File: src/rtl/pulse_sequencer_pkg.sv
// Shared state encoding, default geometry and beat constants for pulse_sequencer.
// ST_STEP exists only when PULSE_SEQ_SINGLE_STEP_EN is defined.
package pulse_sequencer_pkg;

  localparam int DEF_WORD_LENGTH = 20;
  localparam int DEF_INSTR_BITS  = 2;
  localparam int SCAN1           = 0;

  typedef enum logic [1:0] {
    ST_IDLE    = 2'd0,
    ST_RUN     = 2'd1,
`ifdef PULSE_SEQ_SINGLE_STEP_EN
    ST_STEP    = 2'd2,
`endif
    ST_HALTING = 2'd3
  } seq_state_e;

  // ACTION beat index: the last beat of an instruction (ps all-ones).
  function automatic int action_beat(input int instr_bits);
    return (1 << instr_bits) - 1;
  endfunction

endpackage

File: src/rtl/pulse_sequencer_beat_counter.sv
// beat_counter: digit position within a beat and beat index within an instruction.
// Next-state values are exported so the owner can register decoded outputs alongside.
module beat_counter
  import pulse_sequencer_pkg::*;
#(
  parameter int WORD_LENGTH = DEF_WORD_LENGTH,
  parameter int INSTR_BITS  = DEF_INSTR_BITS
) (
  input  logic                           clk,
  input  logic                           rst_n,
  input  logic                           en_i,
  input  logic                           clr_i,
  output logic [$clog2(WORD_LENGTH)-1:0] digit_o,
  output logic [$clog2(WORD_LENGTH)-1:0] digit_nxt_o,
  output logic [INSTR_BITS-1:0]          ps_o,
  output logic [INSTR_BITS-1:0]          ps_nxt_o,
  output logic                           boundary_o
);

  localparam int DW = $clog2(WORD_LENGTH);
  localparam logic [DW-1:0] DIGIT_LAST = DW'(WORD_LENGTH - 1);

  logic [DW-1:0]         digit_q, digit_d;
  logic [INSTR_BITS-1:0] ps_q, ps_d;

  always_comb begin
    digit_d = digit_q;
    ps_d    = ps_q;
    if (clr_i) begin
      digit_d = '0;
      ps_d    = '0;
    end else if (en_i) begin
      if (digit_q == DIGIT_LAST) begin
        digit_d = '0;
        ps_d    = ps_q + 1'b1;
      end else begin
        digit_d = digit_q + 1'b1;
      end
    end
  end

  always_ff @(posedge clk or negedge rst_n) begin
    if (!rst_n) begin
      digit_q <= '0;
      ps_q    <= '0;
    end else begin
      digit_q <= digit_d;
      ps_q    <= ps_d;
    end
  end

  assign digit_o     = digit_q;
  assign ps_o        = ps_q;
  assign digit_nxt_o = digit_d;
  assign ps_nxt_o    = ps_d;
  assign boundary_o  = (ps_q == '1) && (digit_q == DIGIT_LAST);

endmodule

File: src/rtl/pulse_sequencer.sv
// pulse_sequencer: beat/digit timing initiator for the test unit; every output is a flop.
// Single-step mode is built only with PULSE_SEQ_SINGLE_STEP_EN defined.
module pulse_sequencer
  import pulse_sequencer_pkg::*;
#(
  parameter int WORD_LENGTH = DEF_WORD_LENGTH,
  parameter int INSTR_BITS  = DEF_INSTR_BITS
) (
  input  logic                           clk,
  input  logic                           rst_n,
  input  logic                           run,
  input  logic                           step,
  input  logic                           stop,
  output logic [INSTR_BITS-1:0]          ps,
  output logic [$clog2(WORD_LENGTH)-1:0] digit,
  output logic                           action_trigger,
  output logic                           para_s1,
  output logic                           running
);

  // state   | meaning
  // IDLE    | outputs at zero, waiting for run (or a step press)
  // RUN     | free-running instruction cycles until stop or run drop
  // STEP    | exactly one instruction cycle, run/stop ignored
  // HALTING | finishing the current instruction, then IDLE

  localparam int DW = $clog2(WORD_LENGTH);
  localparam logic [INSTR_BITS-1:0] PS_SCAN1  = INSTR_BITS'(SCAN1);
  localparam logic [INSTR_BITS-1:0] PS_ACTION = INSTR_BITS'(action_beat(INSTR_BITS));

  seq_state_e            state_q, state_d;
  logic                  running_q, running_d;
  logic                  para_s1_q, para_s1_d;
  logic                  action_q, action_d;
  logic                  cnt_en, cnt_clr, boundary;
  logic [DW-1:0]         digit_cur, digit_nxt;
  logic [INSTR_BITS-1:0] ps_cur, ps_nxt;

`ifdef PULSE_SEQ_SINGLE_STEP_EN
  logic step_q, step_edge;

  // Resets to "pressed" so a key held through reset is not taken as a new press.
  always_ff @(posedge clk or negedge rst_n) begin
    if (!rst_n) step_q <= 1'b1;
    else        step_q <= step;
  end

  assign step_edge = step & ~step_q;
`else
  logic unused_step;
  assign unused_step = step;
`endif

  always_comb begin
    state_d = state_q;
    case (state_q)
      ST_IDLE: begin
        if (run) state_d = ST_RUN;
`ifdef PULSE_SEQ_SINGLE_STEP_EN
        else if (step_edge) state_d = ST_STEP;
`endif
      end
      // A halt request seen on the boundary cycle must not start another instruction.
      ST_RUN: begin
        if (stop || !run) state_d = boundary ? ST_IDLE : ST_HALTING;
      end
      ST_HALTING: begin
        if (boundary) state_d = ST_IDLE;
      end
`ifdef PULSE_SEQ_SINGLE_STEP_EN
      ST_STEP: begin
        if (boundary) state_d = ST_IDLE;
      end
`endif
      default: state_d = ST_IDLE;
    endcase
  end

  assign cnt_en  = (state_q != ST_IDLE);
  assign cnt_clr = (state_d == ST_IDLE);

  beat_counter #(
    .WORD_LENGTH (WORD_LENGTH),
    .INSTR_BITS  (INSTR_BITS)
  ) u_beat_counter (
    .clk         (clk),
    .rst_n       (rst_n),
    .en_i        (cnt_en),
    .clr_i       (cnt_clr),
    .digit_o     (digit_cur),
    .digit_nxt_o (digit_nxt),
    .ps_o        (ps_cur),
    .ps_nxt_o    (ps_nxt),
    .boundary_o  (boundary)
  );

  assign running_d = (state_d != ST_IDLE);
  assign para_s1_d = running_d && (ps_nxt == PS_SCAN1);
  assign action_d  = running_d && (ps_nxt == PS_ACTION) && (digit_nxt == '0);

  always_ff @(posedge clk or negedge rst_n) begin
    if (!rst_n) begin
      state_q   <= ST_IDLE;
      running_q <= 1'b0;
      para_s1_q <= 1'b0;
      action_q  <= 1'b0;
    end else begin
      state_q   <= state_d;
      running_q <= running_d;
      para_s1_q <= para_s1_d;
      action_q  <= action_d;
    end
  end

  assign ps             = ps_cur;
  assign digit          = digit_cur;
  assign running        = running_q;
  assign para_s1        = para_s1_q;
  assign action_trigger = action_q;

endmodule

File: config.mk
export PLATFORM = sky130hd
export DESIGN_NAME = pulse_sequencer
export DESIGN_NICKNAME = d
export VERILOG_FILES = /design/src/rtl/pulse_sequencer_pkg.sv /design/src/rtl/pulse_sequencer_beat_counter.sv /design/src/rtl/pulse_sequencer.sv
export SDC_FILE = /design/constraint.sdc
export NUM_CORES = 1
export LEC_CHECK = 0
export CAP_MARGIN = 20
export CORE_MARGIN = 2
export CORE_UTILIZATION = 35
export CTS_CLUSTER_SIZE = 16
export DETAILED_ROUTE_END_ITERATION = 10
export PLACE_DENSITY = 0.6
export SKIP_CTS_REPAIR_TIMING = 1
export SYNTH_ARGS = -nofsm -noshare
export SYNTH_HDL_FRONTEND = slang
export SYNTH_SLANG_ARGS = --single-unit
File: constraint.sdc
create_clock -name clk -period 4.2 [get_ports clk]
set_clock_uncertainty 0.2 [all_clocks]
set_input_delay 0.63 -clock clk [delete_from_list [all_inputs] [get_ports clk]]
set_output_delay 0.63 -clock clk [all_outputs]
set_load 0.05 [all_outputs]
==> metrics, run 1 <==
run status finished, final reports clean; area share of the largest cell type after synthesis 45.9%; Final period util 58.7%; ranking of synthesized cells by area dfrtp_1 (46%), nor2_1 (5.2%), a2111oi_4 (4.2%); cts bufs inserted 3; number of synthesized register bits 12; Die Width 47.2 um; Leak 0.342 nW; CP endpoint kind output port; H-tree levels 1; Placed Area 816 sq um; gp weighted congestion 0.808; Critical Path Max Stage Delay 0.86 ns; Synth Flop Type dfrtp_1; wire length of the first global-routing pass 2.17 mm; Vert. Die Dim 47.2 um; DRC 0; final setup margin 1.73 ns; final setup violation count 0; CP max-delay cell clkdlybuf4s50_1; Critical Path AT 1.64 ns; post-DP HPWL 950 um; Max VDD drop 324 uV; Remaining Overflow, GRT 0; top-count cell post-synth dfrtp_1; vias in the first global route 519; antenna violations before repair 0; final instance area 838 sq um; Routed WL per cell 12.1 um; row cnt 15; minimum clock period 2.47 ns; min-delay worst type flop to flop; WL final 1.26 mm; worst slew pin tran 0.547 ns; Syn Inst Count 63; Sequential cell area 300 sq um; TritonRoute pass-1 iters 4; IO Pins 15; Power Density 727 mW/mm^2; Max Clock Freq 0.405 GHz; CTS tree built; Commonest cells post-synth dfrtp_1 (12), nor2_1 (9), a21oi_1 (4); cell taking the most area after synthesis dfrtp_1; # fillers 176; slew margin rel. 63.4%; Final #Nets 88; antenna viol nets, final 0; final core utilization 48.0%; Cell Area, Synth 654 sq um; via count 525; share of post-route cells with drive strength above 1 11.4%; Crit Path Class flop to output port; Design Power 0.000609 W; Post-synth EDFFs 0; post-synth cell types 28; register area share after synthesis 45.9%; # diodes 0; Place WS 1.87 ns; initial cell density of the core 37.5%; Max Slew Vio Count 0; Root Buffer clkbuf_4; Area Overhead vs Synth 28.1%; Setup TNS 0 ns; CTS clk-pin slew, worst paths 0.07 ns; CP required 3.37 ns; Final Hold Viols 0; warnings from Yosys 0; crit-path cells clkdlybuf4s50_1; Critical Path Start Type flop; Max Root-Sink Buffers 2; Post-synth ARST share 100%; post-synthesis area per instance 10.4 sq um; Core ar. 0.00175 sq mm; unrepaired setup endpoints after global routing no; via/cell ratio 5.05; WP buf/inv 1; crit-path max FO 9; clock latency at the later pin of the worst-skew pair 0.26 ns; Total GRT Usage 13.9%; top cell family by delay on the critical path buffers and inverters; multi-input logic area 335 sq um; die area 0.00223 sq mm; Max-cap violations 0; largest net degree at the start of global routing 13; Post-Synthesis Net Count 70; port bufs 13; CTS Sinks 12; Initial DRC Count 5
[routing by layer]
layer  part of all wire (%)  GRT usage, %  vias to the layer above
li1                       -             -                      259
met3                    5.2          2.69                        0
met1                     47          18.4                      251
met2                     47          21.6                       15
met5                      0             0                        -
met4                      0          6.67                        0
[logic make-up after synthesis]
kind of cell,synth area share (%)
and+or+nand+nor,20.1
AOI/OAI and AO/OA,18.9
DFF,45.9
buffers and inverters,2.87
xor gates and xnor gates,5.35
muxes,3.06
adders and majority gates,3.82
[placed cells by master, fill, tap and decap left out, drive strengths merged]
master and instances:
or2 1, nor2 9, inv 5, nand3b 1, xor2 2, ha 2
nor3 2, or4 1, a2111oi 1, clkdlybuf4s50 13, xnor2 2, o41ai 1
a21oi 6, nand4bb 1, clkbuf 3, dfrtp 12, nand4 2, a211oi 1
and4bb 1, a21boi 2, or3 1, nand2 2, nand3 2, nor2b 1
mux2i 2, o21ba 1, o21ai 2
[through the flow]
stage | hold slack, ns | instances
6_report | 0.412 | 104
5_1_grt | 0.443 | 104
4_1_cts | 0.421 | 104
3_5_place_dp | 0.404 | 101
3_3_place_gp | 0.396 | 101
2_1_floorplan | 0.134 | 63
[worst paths after layout]
kind	cells past startpoint	slack [ns]	endpoint	from
max	1	1.73	digit[0]	u_beat_counter.digit_o[0]
min	2	0.41	para_s1	u_beat_counter.ps_o[1]
max reg2reg	5	1.98	action_trigger	u_beat_counter.digit_o[0]
min reg2reg	2	0.41	para_s1	u_beat_counter.ps_o[1]
max in group asynchronous	1	2.92	state_q[1]	rst_n
min in group asynchronous	1	0.52	running	rst_n
[flip-flops by register name, summed over array words and instances, names as in the netlist]
signal,cells
u_beat_counter.digit_o,5
u_beat_counter.ps_o,2
para_s1,1
running,1
state_q,2
action_trigger,1
[worst min-delay path, cell delays in order, from the launching register on]
cell and delay (ns):
dfrtp_1 0.39, or3_1 0.13, a21oi_1 0.06
[power breakdown]
| part | total (W) | switching (W) | internal [W] |
|---|---|---|---|
| Combinational | 0.000336 | 0.000208 | 0.000128 |
| Sequential | 0.000206 | 0.0000549 | 0.000151 |
| Clock | 0.0000679 | 0.0000348 | 0.0000331 |
[area by class of cell]
class / instances / area share [%]
Clock buffer: 3 / 2.69
Sequential cell: 12 / 35.8
Tap cell: 25 / 3.73
Timing Repair Buffer: 13 / 15.5
Multi-Input combinational cell: 46 / 40.0
Inverter: 5 / 2.24
(Power assumes the default switching activity.)
==> run 2: changes to the inputs <==
--- a/config.mk
+++ b/config.mk
@@ -10,7 +10,7 @@
 export CORE_UTILIZATION = 35
 export CTS_CLUSTER_SIZE = 16
 export DETAILED_ROUTE_END_ITERATION = 10
-export PLACE_DENSITY = 0.6
+export PLACE_DENSITY = 0.62
 export SKIP_CTS_REPAIR_TIMING = 1
 export SYNTH_ARGS = -nofsm -noshare
 export SYNTH_HDL_FRONTEND = slang
==> constraint.sdc (replaced) <==
create_clock -name clk -period 2 [get_ports clk]
set_clock_uncertainty 0.2 [all_clocks]
set_input_delay 0.3 -clock clk [delete_from_list [all_inputs] [get_ports clk]]
set_output_delay 0.3 -clock clk [all_outputs]
set_load 0.05 [all_outputs]
==> run 2 against run 1 <==
Net effect: global-route usage grew 0.68 points; setup slack lost 1.6 ns; final cell count grew 6.7%; die area is the same; combinational power grew 140%; register-to-register slack lost 1.9 ns; total power grew 130%; sequential share of layout area shrank 1.7 points; sequential power grew 110%.
==> metrics, run 2 (synthesis gave the netlist of run 1 again) <==
run status finished, final reports clean; Max Clock Freq 0.527 GHz; row cnt 15; Crit Path Class flop to flop; Core ar. 0.00175 sq mm; Leak 0.387 nW; wire length of the first global-routing pass 2.26 mm; CTS clk-pin slew, worst paths 0.08 ns; final std cells w/o fill 111; Max VDD drop 614 uV; Total GRT Usage 14.6%; Critical Path AT 1.87 ns; Place WS 0.103 ns; multi-input logic area 352 sq um; Critical Path Max Stage Delay 0.49 ns; via/cell ratio 4.77; Initial DRC Count 1; share of post-route cells with drive strength above 1 33.7%; CTS tree built; CP max-delay cell dfrtp_4; max reg flops 5; initial cell density of the core 37.5%; minimum clock period 1.90 ns; Max-cap violations 0; clock latency at the later pin of the worst-skew pair 0.27 ns; die area 0.00223 sq mm; cts bufs inserted 3; Comb pwr share 56.6%; Critical Path Start Type flop; post-DP HPWL 1.06 mm; min-delay worst type primary input to asynchronous set/reset pin; Final #Nets 94; Clk pwr share 13.4%; TritonRoute pass-1 iters 3; crit-path max FO 5; Inst Count DP 107; most frequent cells in the layout buf_4 (14), nor2_1 (9), dfrtp_1 (9); gp weighted congestion 0.801; final setup margin 0.101 ns; antenna violations before repair 0; # diodes 0; Power Density 1590 mW/mm^2; worst slew pin tran 0.532 ns; Die Width 47.2 um; slew margin rel. 64.4%; Sequential cell area 307 sq um; Routed WL per cell 12.0 um; largest net degree at the start of global routing 13; # fillers 171; Psw 0.000671 W; vias in the first global route 530; Sequential Power Share 30.0%; Final period util 95.0%; Remaining Overflow, GRT 0; WL final 1.33 mm; internal power 0.000757 W; Final Hold Viols 0; CP required 1.97 ns; IO Pins 15; H-tree levels 1; unrepaired setup endpoints after global routing no; commonest non-fill, non-tap cell in the layout buf_4; via count 530; Area Overhead vs Synth 37.5%; CP endpoint kind flop; final setup violation count 0; Switching Fraction 47.0%; WHS 0.176 ns; CTS Sinks 12; Root Buffer clkbuf_4; Vert. Die Dim 47.2 um; Max Slew Vio Count 0; DRC 0; Design Power 0.00143 W; crit-path cells ha_4, and4bb_1, o41ai_2, a21oi_2, a2111oi_4; final core utilization 51.5%; antenna viol nets, final 0; Max Root-Sink Buffers 2; port bufs 13
==> run 2: cell types whose count changed in the layout (fill, tap and decap cells not counted), moves of 2 or more <==
cell,previous run,this run
dfrtp_1,12,9
dfrtp_2,0,2
buf_4,0,14
clkdlybuf4s50_1,13,5
==> run 2: worst max-delay path: cells and delay by family (launching register included) <==
| family | cells | cell delay [ns] |
|---|---|---|
| AO/OA/AOI/OAI | 3 | 0.69 |
| adder cells (fa/ha/maj) | 1 | 0.18 |
| flip-flops | 1 | 0.49 |
| AND/OR/NAND/NOR | 1 | 0.24 |
==> run 2: area by class of cell <==
cell class	count	area share, %
Tap cell	25	3.48
Timing Repair Buffer	19	17.2
Clock buffer	4	4.03
Sequential cell	12	34.1
Multi-Input combinational cell	46	39.1
Inverter	5	2.09
==> run 2: metal layers <==
metal / routed length, um / part of all wire [%] / global-route usage, %
met1: 609 / 46 / 17.4
met2: 671 / 50 / 24.6
met3: 52 / 3.9 / 3.46
met4: 0 / 0 / 6.67
met5: 0 / 0 / 0
==> run 2: path summary, 6_finish.rpt <==
| check | from | end | slack, ns | cells past startpoint |
|---|---|---|---|---|
| setup / recovery | u_beat_counter.digit_o[0] | action_trigger | 0.10 | 5 |
| hold / removal | rst_n | u_beat_counter.digit_o[3] | 0.18 | 1 |
| setup reg to reg | u_beat_counter.digit_o[0] | action_trigger | 0.10 | 5 |
| hold reg to reg | u_beat_counter.ps_o[1] | para_s1 | 0.42 | 2 |
| max in group asynchronous | rst_n | u_beat_counter.digit_o[0] | 1.03 | 1 |
| min in group clk | stop | state_q[1] | 0.40 | 3 |
==> run 2: power groups by stage <==
stage | Clock (W) | Combinational [W] | Sequential, W
3_5_place_dp | 0 | 0.000817 | 0.000434
3_3_place_gp | 0 | 0.000795 | 0.000430
2_1_floorplan | 0 | 0.000296 | 0.000668
6_report | 0.000191 | 0.000808 | 0.000429
4_1_cts | 0.000195 | 0.000818 | 0.000430
5_1_grt | 0.000209 | 0.000871 | 0.000443
==> run 2: metrics by stage <==
stage                     setup TNS (ns)  instance area, sq um
after global placement                 0                   860
final                                  0                   900
after global routing                   0                   900
after floorplan                  -0.0117                   673
after detailed placement               0                   860
after CTS                              0                   896
